<file path="src/rtl/fejkon_pcie_mem_access.sv">
// Executes single-dword PCIe memory requests as Avalon-MM transactions, one at a time.
// Reads always yield a response: the slave's data or an error after a bounded wait.
module fejkon_pcie_mem_access #(
  parameter int unsigned TIMEOUT_CYCLES = 1024
) (
  input  logic         clk,
  input  logic         reset_n,
  input  logic [127:0] req_data,
  input  logic         req_valid,
  output logic         req_ready,
  output logic [127:0] resp_data,
  output logic         resp_valid,
  input  logic         resp_ready,
  output logic [31:0]  avm_address,
  output logic         avm_read,
  output logic         avm_write,
  output logic [31:0]  avm_writedata,
  output logic [3:0]   avm_byteenable,
  input  logic [31:0]  avm_readdata,
  input  logic         avm_readdatavalid,
  input  logic         avm_waitrequest,
  output logic [15:0]  stat_rd_count,
  output logic [15:0]  stat_wr_count,
  output logic [15:0]  stat_timeout_count
);

  typedef enum logic [2:0] {
    IDLE      = 3'd0,
    WRITE     = 3'd1,
    READ_CMD  = 3'd2,
    READ_WAIT = 3'd3,
    RESP      = 3'd4
  } state_e;

  localparam logic [15:0] TmoLast = 16'(TIMEOUT_CYCLES - 1);

  state_e      state_q, state_d;
  logic        req_ready_q;
  logic [29:0] addr_q;
  logic [31:0] wdata_q;
  logic [3:0]  be_q;
  logic [7:0]  tag_q;
  logic [15:0] rid_q;
  logic [6:0]  lowaddr_q;
  logic [31:0] rdata_q;
  logic        err_q;
  logic [15:0] tmo_q;
  logic [15:0] rd_cnt_q, wr_cnt_q, to_cnt_q;

  logic accept, wr_done, rd_issue, rd_done, rd_expire;
  logic unused_req_bits;

  assign unused_req_bits = ^{req_data[127:103], req_data[71:69], req_data[33:32]};

  always_comb begin
    state_d   = state_q;
    accept    = 1'b0;
    wr_done   = 1'b0;
    rd_issue  = 1'b0;
    rd_done   = 1'b0;
    rd_expire = 1'b0;
    case (state_q)
      IDLE: begin
        if (req_ready_q && req_valid) begin
          accept  = 1'b1;
          state_d = req_data[68] ? WRITE : READ_CMD;
        end
      end
      WRITE: begin
        if (!avm_waitrequest) begin
          wr_done = 1'b1;
          state_d = IDLE;
        end
      end
      READ_CMD: begin
        rd_issue = !avm_waitrequest;
        if (tmo_q == TmoLast) begin
          rd_expire = 1'b1;
          state_d   = RESP;
        end else if (!avm_waitrequest) begin
          state_d = READ_WAIT;
        end
      end
      READ_WAIT: begin
        // Data arriving in the expiry cycle still wins over the timeout.
        if (avm_readdatavalid) begin
          rd_done = 1'b1;
          state_d = RESP;
        end else if (tmo_q == TmoLast) begin
          rd_expire = 1'b1;
          state_d   = RESP;
        end
      end
      RESP: begin
        if (resp_ready) state_d = IDLE;
      end
      default: state_d = IDLE;
    endcase
  end

  always_ff @(posedge clk or negedge reset_n) begin
    if (!reset_n) begin
      state_q     <= IDLE;
      req_ready_q <= 1'b0;
      addr_q      <= '0;
      wdata_q     <= '0;
      be_q        <= '0;
      tag_q       <= '0;
      rid_q       <= '0;
      lowaddr_q   <= '0;
      rdata_q     <= '0;
      err_q       <= 1'b0;
      tmo_q       <= '0;
      rd_cnt_q    <= '0;
      wr_cnt_q    <= '0;
      to_cnt_q    <= '0;
    end else begin
      state_q     <= state_d;
      req_ready_q <= (state_d == IDLE);
      if (accept) begin
        wdata_q   <= req_data[31:0];
        addr_q    <= req_data[63:34];
        be_q      <= req_data[67:64];
        tag_q     <= req_data[79:72];
        rid_q     <= req_data[95:80];
        lowaddr_q <= req_data[102:96];
        tmo_q     <= '0;
      end else if (state_q == READ_CMD || state_q == READ_WAIT) begin
        tmo_q <= tmo_q + 16'd1;
      end
      if (rd_done) begin
        rdata_q <= avm_readdata;
        err_q   <= 1'b0;
      end else if (rd_expire) begin
        rdata_q <= '1;
        err_q   <= 1'b1;
      end
      if (wr_done)  wr_cnt_q <= wr_cnt_q + 16'd1;
      if (rd_issue) rd_cnt_q <= rd_cnt_q + 16'd1;
      if (rd_expire && to_cnt_q != '1) to_cnt_q <= to_cnt_q + 16'd1;
    end
  end

  assign req_ready          = req_ready_q;
  assign resp_valid         = (state_q == RESP);
  assign resp_data          = {64'b0, err_q, lowaddr_q, rid_q, tag_q, rdata_q};
  assign avm_address        = {addr_q, 2'b00};
  assign avm_read           = (state_q == READ_CMD);
  assign avm_write          = (state_q == WRITE);
  assign avm_writedata      = wdata_q;
  assign avm_byteenable     = be_q;
  assign stat_rd_count      = rd_cnt_q;
  assign stat_wr_count      = wr_cnt_q;
  assign stat_timeout_count = to_cnt_q;

endmodule

</file>
<file path="config.mk">
export PLATFORM = sky130hd
export DESIGN_NAME = fejkon_pcie_mem_access
export DESIGN_NICKNAME = d
export VERILOG_FILES = /design/src/rtl/fejkon_pcie_mem_access.sv
export SDC_FILE = /design/constraint.sdc
export NUM_CORES = 1
export LEC_CHECK = 0
export ABC_CLOCK_PERIOD_IN_PS = 2400
export BUFFER_PORTS_ARGS = -buffer_cell sky130_fd_sc_hd__buf_2
export CAP_MARGIN = 10
export CORE_AREA = 2 2 159 161
export DETAILED_ROUTE_END_ITERATION = 10
export DIE_AREA = 0 0 161 163
export PLACE_DENSITY = 0.78
export SYNTH_ARGS = -nofsm -noshare
export SYNTH_HDL_FRONTEND = slang
export SYNTH_SLANG_ARGS = --single-unit
</file>
<file path="constraint.sdc">
create_clock -name clk -period 2.4 [get_ports clk]
set_input_delay 0.12 -clock clk [delete_from_list [all_inputs] [get_ports clk]]
set_output_delay 0.12 -clock clk [all_outputs]
set_load 0.1 [all_outputs]
</file>
==> reports/metrics.yaml, run 1 <==
status:
  status: "finished, final reports clean"
synth:
  synth_warnings: 0
  syn_inst: 706
  synth_top_area_cell: "dfrtp_1"
  synth-seq-cells: 198
  yosysTopAreaCellShare_pct: 58.0
  seq_area_frac_synth_pct: 58.0
  syn_area_per_cell_um2: 12.1
  synth.cell_area_um2: 8550
  synth_cell_types: 46
  synth.area.top_cells: "dfrtp_1 58%, mux2_2 13%, buf_4 5.9%"
detailed_routing:
  route.detailed.drc: 0
  routedWlPerCell_um: 14.5
  via_per_inst: 4.48
  drt_pre_antenna_iters: 5
  antenna_left: 0
  drt_iter0_markers: 346
  vias: 6779
  wl_um: 22000
critical_path:
  critPathMaxFanout: 3
  critPathLaunchType: "flip-flop"
  critPathKind: "reg -> reg"
  critPathCaptureType: "flip-flop"
  cp.arrival_ps: 2650
  cp.required_ps: 2710
hold_path:
  hold_path_class: "in -> reg"
timing:
  fin_worst_skew_ps: 14.2
  drv_slew: 0
  fin_crit_ps: 2340
  setup_violations: 0
  hold_viol: 0
  worstMarginPinSlew_ps: 584
  rsz0062_at_grt: "no"
  max-slew-margin-rel_pct: 61.1
  fmaxAchievable_mhz: 427
  tns_ps: 0
  fin_crit_sh_pct: 97.5
place:
  io_buffers: 317
  dp.final_hpwl_um: 14100
  place_congestion: 0.803
clock_network:
  clk_latency_ps: 430
  cts_buffer_depth: 2
  cts_tree: "done"
  clk_pin_slew_ps: 80
  cts_sinks: 198
  cts-htree-levels: 4
  cts-root-buf: "clkbuf_16"
  cts_made_buffers: 17
floorplanning:
  core_um2: 24700
  num_io_pins: 414
  rows: 58
  initial_core_util_pct: 34.6
  die_y_um: 163
  fp.dieArea_um2: 26200
  die_w_um: 161
cells_and_area:
  area_growth_pct: 45.2
  drive_gt1_share_pct: 42.5
  final_cell_mix: "316 x buf_2, 186 x dfrtp_1, 131 x dlygate4sd3_1"
  nets: 1338
  mostFrequentLayoutCell: "buf_2"
grt:
  grt_pass1_vias: 6836
  top_usage_layer: "met2"
  overflow: 0
  grt_max_degree: 99
  grt_util_met1_pct: 18.5
  grt.total_usage_pct: 16.3
  grt_pass1_wl_um: 34500
  use_met2_pct: 30.5
  gr-usage-met3_pct: 3.06
  grt_antenna_before_repair: 2
run:
  cap_violations: 0
==> worst max-delay path, cell delays in order, from the launching register on <==
cell,delay [ps]
dfrtp_1,380
or4_4,540
or4_4,530
nor4_4,340
nand3_2,120
mux2_4,310
==> path summary, 6_finish.rpt <==
| check | startpoint | end | slack (ps) | cells past startpoint |
|---|---|---|---|---|
| worst max-delay path | tmo_q[11]$_DFFE_PN0P_ | stat_timeout_count[14]$_DFFE_PN0P_ | 60 | 5 |
| max in group asynchronous | reset_n | addr_q[16]$_DFFE_PN0P_ | 1410 | 3 |
| worst min-delay path | avm_waitrequest | state_q[0]$_DFF_PN0_ | 50 | 3 |
| min in group asynchronous | reset_n | avm_writedata[10]$_DFFE_PN0P_ | 260 | 2 |
| worst max register to register | tmo_q[11]$_DFFE_PN0P_ | stat_timeout_count[14]$_DFFE_PN0P_ | 60 | 5 |
| worst min register to register | stat_rd_count[15]$_DFFE_PN0P_ | stat_rd_count[15]$_DFFE_PN0P_ | 470 | 1 |
==> state kept, by name (all words and copies together) (netlist names) <==
signal	flops
addr_q	30
avm_byteenable	4
avm_writedata	32
err_q	1
lowaddr_q	7
rdata_q	32
req_ready	1
rid_q	16
stat_rd_count	16
stat_timeout_count	16
stat_wr_count	16
state_q	3
tag_q	8
tmo_q	16
==> layer usage <==
layer | up-vias | share of wire (%)
met5 | - | 0
met2 | 236 | 55
li1 | 3184 | -
met1 | 3328 | 39
met3 | 31 | 4.6
met4 | 0 | 2.0
==> Yosys cell counts, drive strengths merged <==
library cell	instances
nand2	25
and4	6
o21ai	1
nand4b	1
nand4	10
dfrtp	198
and3	11
o21a	1
nor4b	2
nand3b	1
xnor2	33
xor2	24
or4	4
nor4	6
or2	1
a221o	1
buf	72
a21o	1
and2	2
nand4bb	1
nor3	7
a211o	1
nor2	91
or2b	1
inv	3
nand3	30
mux2	103
ha	4
nor3b	2
nor2b	1
clkbuf	22
nand2b	3
a21oi	34
conb	1
a2111oi	1
a211oi	1
==> per-stage QoR <==
| step | std cells | hold slack, ps | setup WS, ps | area (um2) | util, % |
|---|---|---|---|---|---|
| floorplan | 771 | -176 | 4.59 | 8820 | - |
| global placement | 1347 | 175 | 27.0 | 10500 | 42.4 |
| detailed placement | 1347 | 181 | 19.8 | 10500 | 42.4 |
| CTS | 1510 | 30.6 | 31.8 | 12400 | 50.3 |
| global route | 1513 | 51.8 | 2.17 | 12400 | 50.3 |
| finish | 1513 | 48.6 | 58.9 | 12400 | 50.3 |
==> final cells by class <==
| cell class | instances | area (um2) |
|---|---|---|
| Inverter | 3 | 11.3 |
| Clock buffer | 19 | 453 |
| Sequential cell | 198 | 4970 |
| Fill cell | 2078 | 12300 |
| Tap cell | 330 | 413 |
| Antenna cell | 2 | 5.00 |
| Clock inverter | 13 | 181 |
| Timing Repair Buffer | 472 | 3140 |
| Multi-Input combinational cell | 476 | 3240 |
==> cells by family (layout without fill, tap and decap cells) <==
group,count (synthesis),after routing,share of synthesized area (%)
DFF,198,198,58.0
buffers and inverters,97,507,7.27
adders and majority gates,4,4,0.586
and+or+nand+nor,205,205,12.0
muxes,103,103,13.6
AOI/OAI and AO/OA,41,41,2.63
other,1,68,0.0439
xor gates and xnor gates,57,57,5.84
==> repair_timing <==
| action | in CTS | in global routing |
|---|---|---|
| gates resized for setup | 0 | 0 |
| cloned | 0 | 0 |
| setup buffers | 0 | 1 |
| endpoints found under the setup margin | 1 | 1 |
| hold buffers | 131 | 0 |
| pin swaps | 1 | 2 |
| endpoints found under the hold margin | 197 | 0 |
Power of run 1 is left out: the tool's default activity adds up to more than one toggle a clock period on the data nets, which glitch-free logic cannot reach.
==> inputs of run 2 (changes only) <==
Settings changed: ABC_AREA set to 1, ABC_CLOCK_PERIOD_IN_PS 2400 to 2000, CORE_AREA 2 2 159 161 to 2 2 162 164, DIE_AREA 0 0 161 163 to 0 0 164 166.
Clock period 2.4 ns to 2 ns, I/O delays scaled along.
==> run 2 against run 1 <==
  * Sequential share of layout area is 1.1 points lower
  * Register-to-register slack better by 170 ps
  * Die area is 3.7% higher
  * Via count is 25% higher
  * Critical path type is now reg -> out
  * Critical endpoint is now avm_write
==> reports/metrics.yaml, run 2 <==
synth:
  synth.area.top_cells: "dfrtp_1 55%, nand2_1 18%, buf_4 6.7%"
  synth_cell_types: 34
  synthFlopType: "dfrtp_1"
  synth.most_common_cell: "nand2_1"
  ys_top_cells_by_count: "421 x nand2_1, 198 x dfrtp_1, 80 x buf_4"
  yosys-mux-area-fraction_pct: 0.125
  yosysTopAreaCellShare_pct: 54.9
  synth_warnings: 0
  synth-simple-area-share_pct: 26.4
  synth-adder-area-share_pct: 0.555
  synth_top_family_by_area: "simple AND/OR/NAND/NOR gates"
  synth-xor-area-share_pct: 2.91
  seq_area_frac_synth_pct: 54.9
  synthArstFlopShare_pct: 100
  synth.cell_area_um2: 9020
  synth-seq-cells: 198
  synth_top_area_cell: "dfrtp_1"
  synth_compound_area_share_pct: 4.66
  synth-edff-count: 0
  syn_area_per_cell_um2: 8.75
  syn_inst: 1031
cells_and_area:
  mostFrequentLayoutCell: "nand2_1"
  area_growth_pct: 41.4
  fillers: 2251
  nets: 1650
  drive_gt1_share_pct: 26.7
  final_cell_mix: "421 x nand2_1, 316 x buf_2, 187 x dfrtp_1"
clock_network:
  clk_pin_slew_ps: 70
  cts_setup_buffers: 0
  cts-root-buf: "clkbuf_16"
  cts_buffer_depth: 2
  cts_made_buffers: 17
  clk_latency_ps: 430
  cts-htree-levels: 4
  cts_resized: 0
  cts_tree: "done"
  cts_sinks: 198
floorplanning:
  num_io_pins: 414
  core_um2: 25600
  initial_core_util_pct: 35.2
  fp.dieArea_um2: 27200
  die_w_um: 164
  rows: 59
  die_y_um: 166
timing:
  fin_crit_sh_pct: 90.0
  fmaxAchievable_mhz: 555
  setup_violations: 0
  fin_worst_skew_ps: 19.2
  drv_slew: 0
  hold_viol: 0
  fin_crit_ps: 1800
  max-slew-margin-rel_pct: 66.0
  worstMarginPinSlew_ps: 509
  rsz0062_at_grt: "no"
  tns_ps: 0
grt:
  grt_max_degree: 97
  grt_pass1_vias: 8816
  grt_antenna_before_repair: 2
  grt.total_usage_pct: 19.5
  overflow: 0
  grt_pass1_wl_um: 42900
place:
  io_buffers: 317
  dp.final_hpwl_um: 16600
  place_congestion: 0.826
detailed_routing:
  routedWlPerCell_um: 14.2
  vias: 8490
  met1_length_um: 10600
  drt_iter0_markers: 587
  dr.max_layer_used: "met4"
  route.detailed.drc: 0
  antenna_left: 0
  via_per_inst: 4.64
  drt_pre_antenna_iters: 5
  route.met2.wl_um: 13000
  wl_um: 26100
  wl_met3_um: 1500
critical_path:
  path_cells: "nand3_1 -> inv_1 -> buf_2"
  critPathCaptureType: "output port"
  worst_path_largest_cell_delay_ps: 590
  r2r-end: "tmo_q[9]$_DFFE_PN0P_"
  critPathKind: "reg -> out"
  critPathLaunchType: "flip-flop"
  reg2reg_slack_ps: 230
  reg2reg_from: "state_q[0]$_DFF_PN0_"
  reg2reg_depth: 8
  cp.required_ps: 1900
  crit_start: "state_q[0]$_DFF_PN0_"
  critPathMaxFanout: 8
  slowest_stage: "dfrtp_1"
  cp.arrival_ps: 1700
status:
  status: "finished, final reports clean"
run:
  cap_violations: 0
hold_path:
  hold_path_class: "in -> reg"
  min_from: "avm_waitrequest"
  min_to: "state_q[0]$_DFF_PN0_"
  whs_path_depth: 5
[run 2: cell types whose count changed after synthesis, moves of 11 or more]
cell / previous run / this run
mux2_2: 102 / 1
a21oi_1: 34 / 7
nand2_1: 25 / 421
nand4_1: 10 / 23
inv_1: 3 / 58
buf_4: 67 / 80
xnor2_1: 33 / 12
o22a_1: 0 / 32
o21ai_0: 1 / 12
nor2_1: 90 / 58
[run 2: timing repair]
action                                  4_1_cts  5_1_grt
hold buffers                                132        0
endpoints found under the hold margin       187        0
endpoints found under the setup margin        0        1
[run 2: cells by family after synthesis]
group,Yosys count
muxes,1
DFF,198
adders and majority gates,4
AOI/OAI and AO/OA,58
buffers and inverters,165
other,1
and+or+nand+nor,574
xor gates and xnor gates,30
[run 2: area by class of cell]
type	count	area [um2]	share of cell area (%)
Antenna cell	2	5.00	0.0392
Clock buffer	19	433	3.39
Clock inverter	13	140	1.10
Inverter	65	244	1.91
Multi-Input combinational cell	733	3390	26.6
Sequential cell	198	4970	39.0
Tap cell	335	419	3.29
Timing Repair Buffer	465	3150	24.7
[run 2: worst max-delay path by stage]
| stage | endpoint | cells past startpoint |
|---|---|---|
| 6_report | avm_write | 3 |
| 5_1_grt | stat_timeout_count[2]$_DFFE_PN0P_ | 8 |
| 4_1_cts | avm_write | 3 |
| 3_5_place_dp | stat_timeout_count[2]$_DFFE_PN0P_ | 8 |
| 3_3_place_gp | tmo_q[9]$_DFFE_PN0P_ | 8 |
| 2_1_floorplan | stat_rd_count[14]$_DFFE_PN0P_ | 6 |
[run 2: critical path: cells and delay by family (launching register included)]
kind	cells	cell delay (ps)
buffers and inverters	2	510
flip-flops	1	590
AND/OR/NAND/NOR	1	180
[run 2: through the flow]
stage / std cells / hold WS [ps] / utilization, % / area, um2 / setup slack (ps)
final: 1830 / 108 / 49.8 / 12800 / 200
after global routing: 1830 / 156 / 49.8 / 12800 / 4.04
after CTS: 1828 / 75.7 / 49.8 / 12700 / 176
after detailed placement: 1664 / 118 / 42.4 / 10900 / 213
after global placement: 1664 / 111 / 42.4 / 10900 / 260
after floorplan: 1096 / -196 / - / 9290 / 14.5
[run 2: metal layers]
| metal | GRT usage (%) | up-vias |
|---|---|---|
| li1 | - | 4011 |
| met1 | 23.3 | 4036 |
| met2 | 33.1 | 367 |
| met3 | 4.47 | 76 |
| met4 | 9.08 | 0 |
| met5 | 0 | - |
Power of run 2 is left out for the same reason.
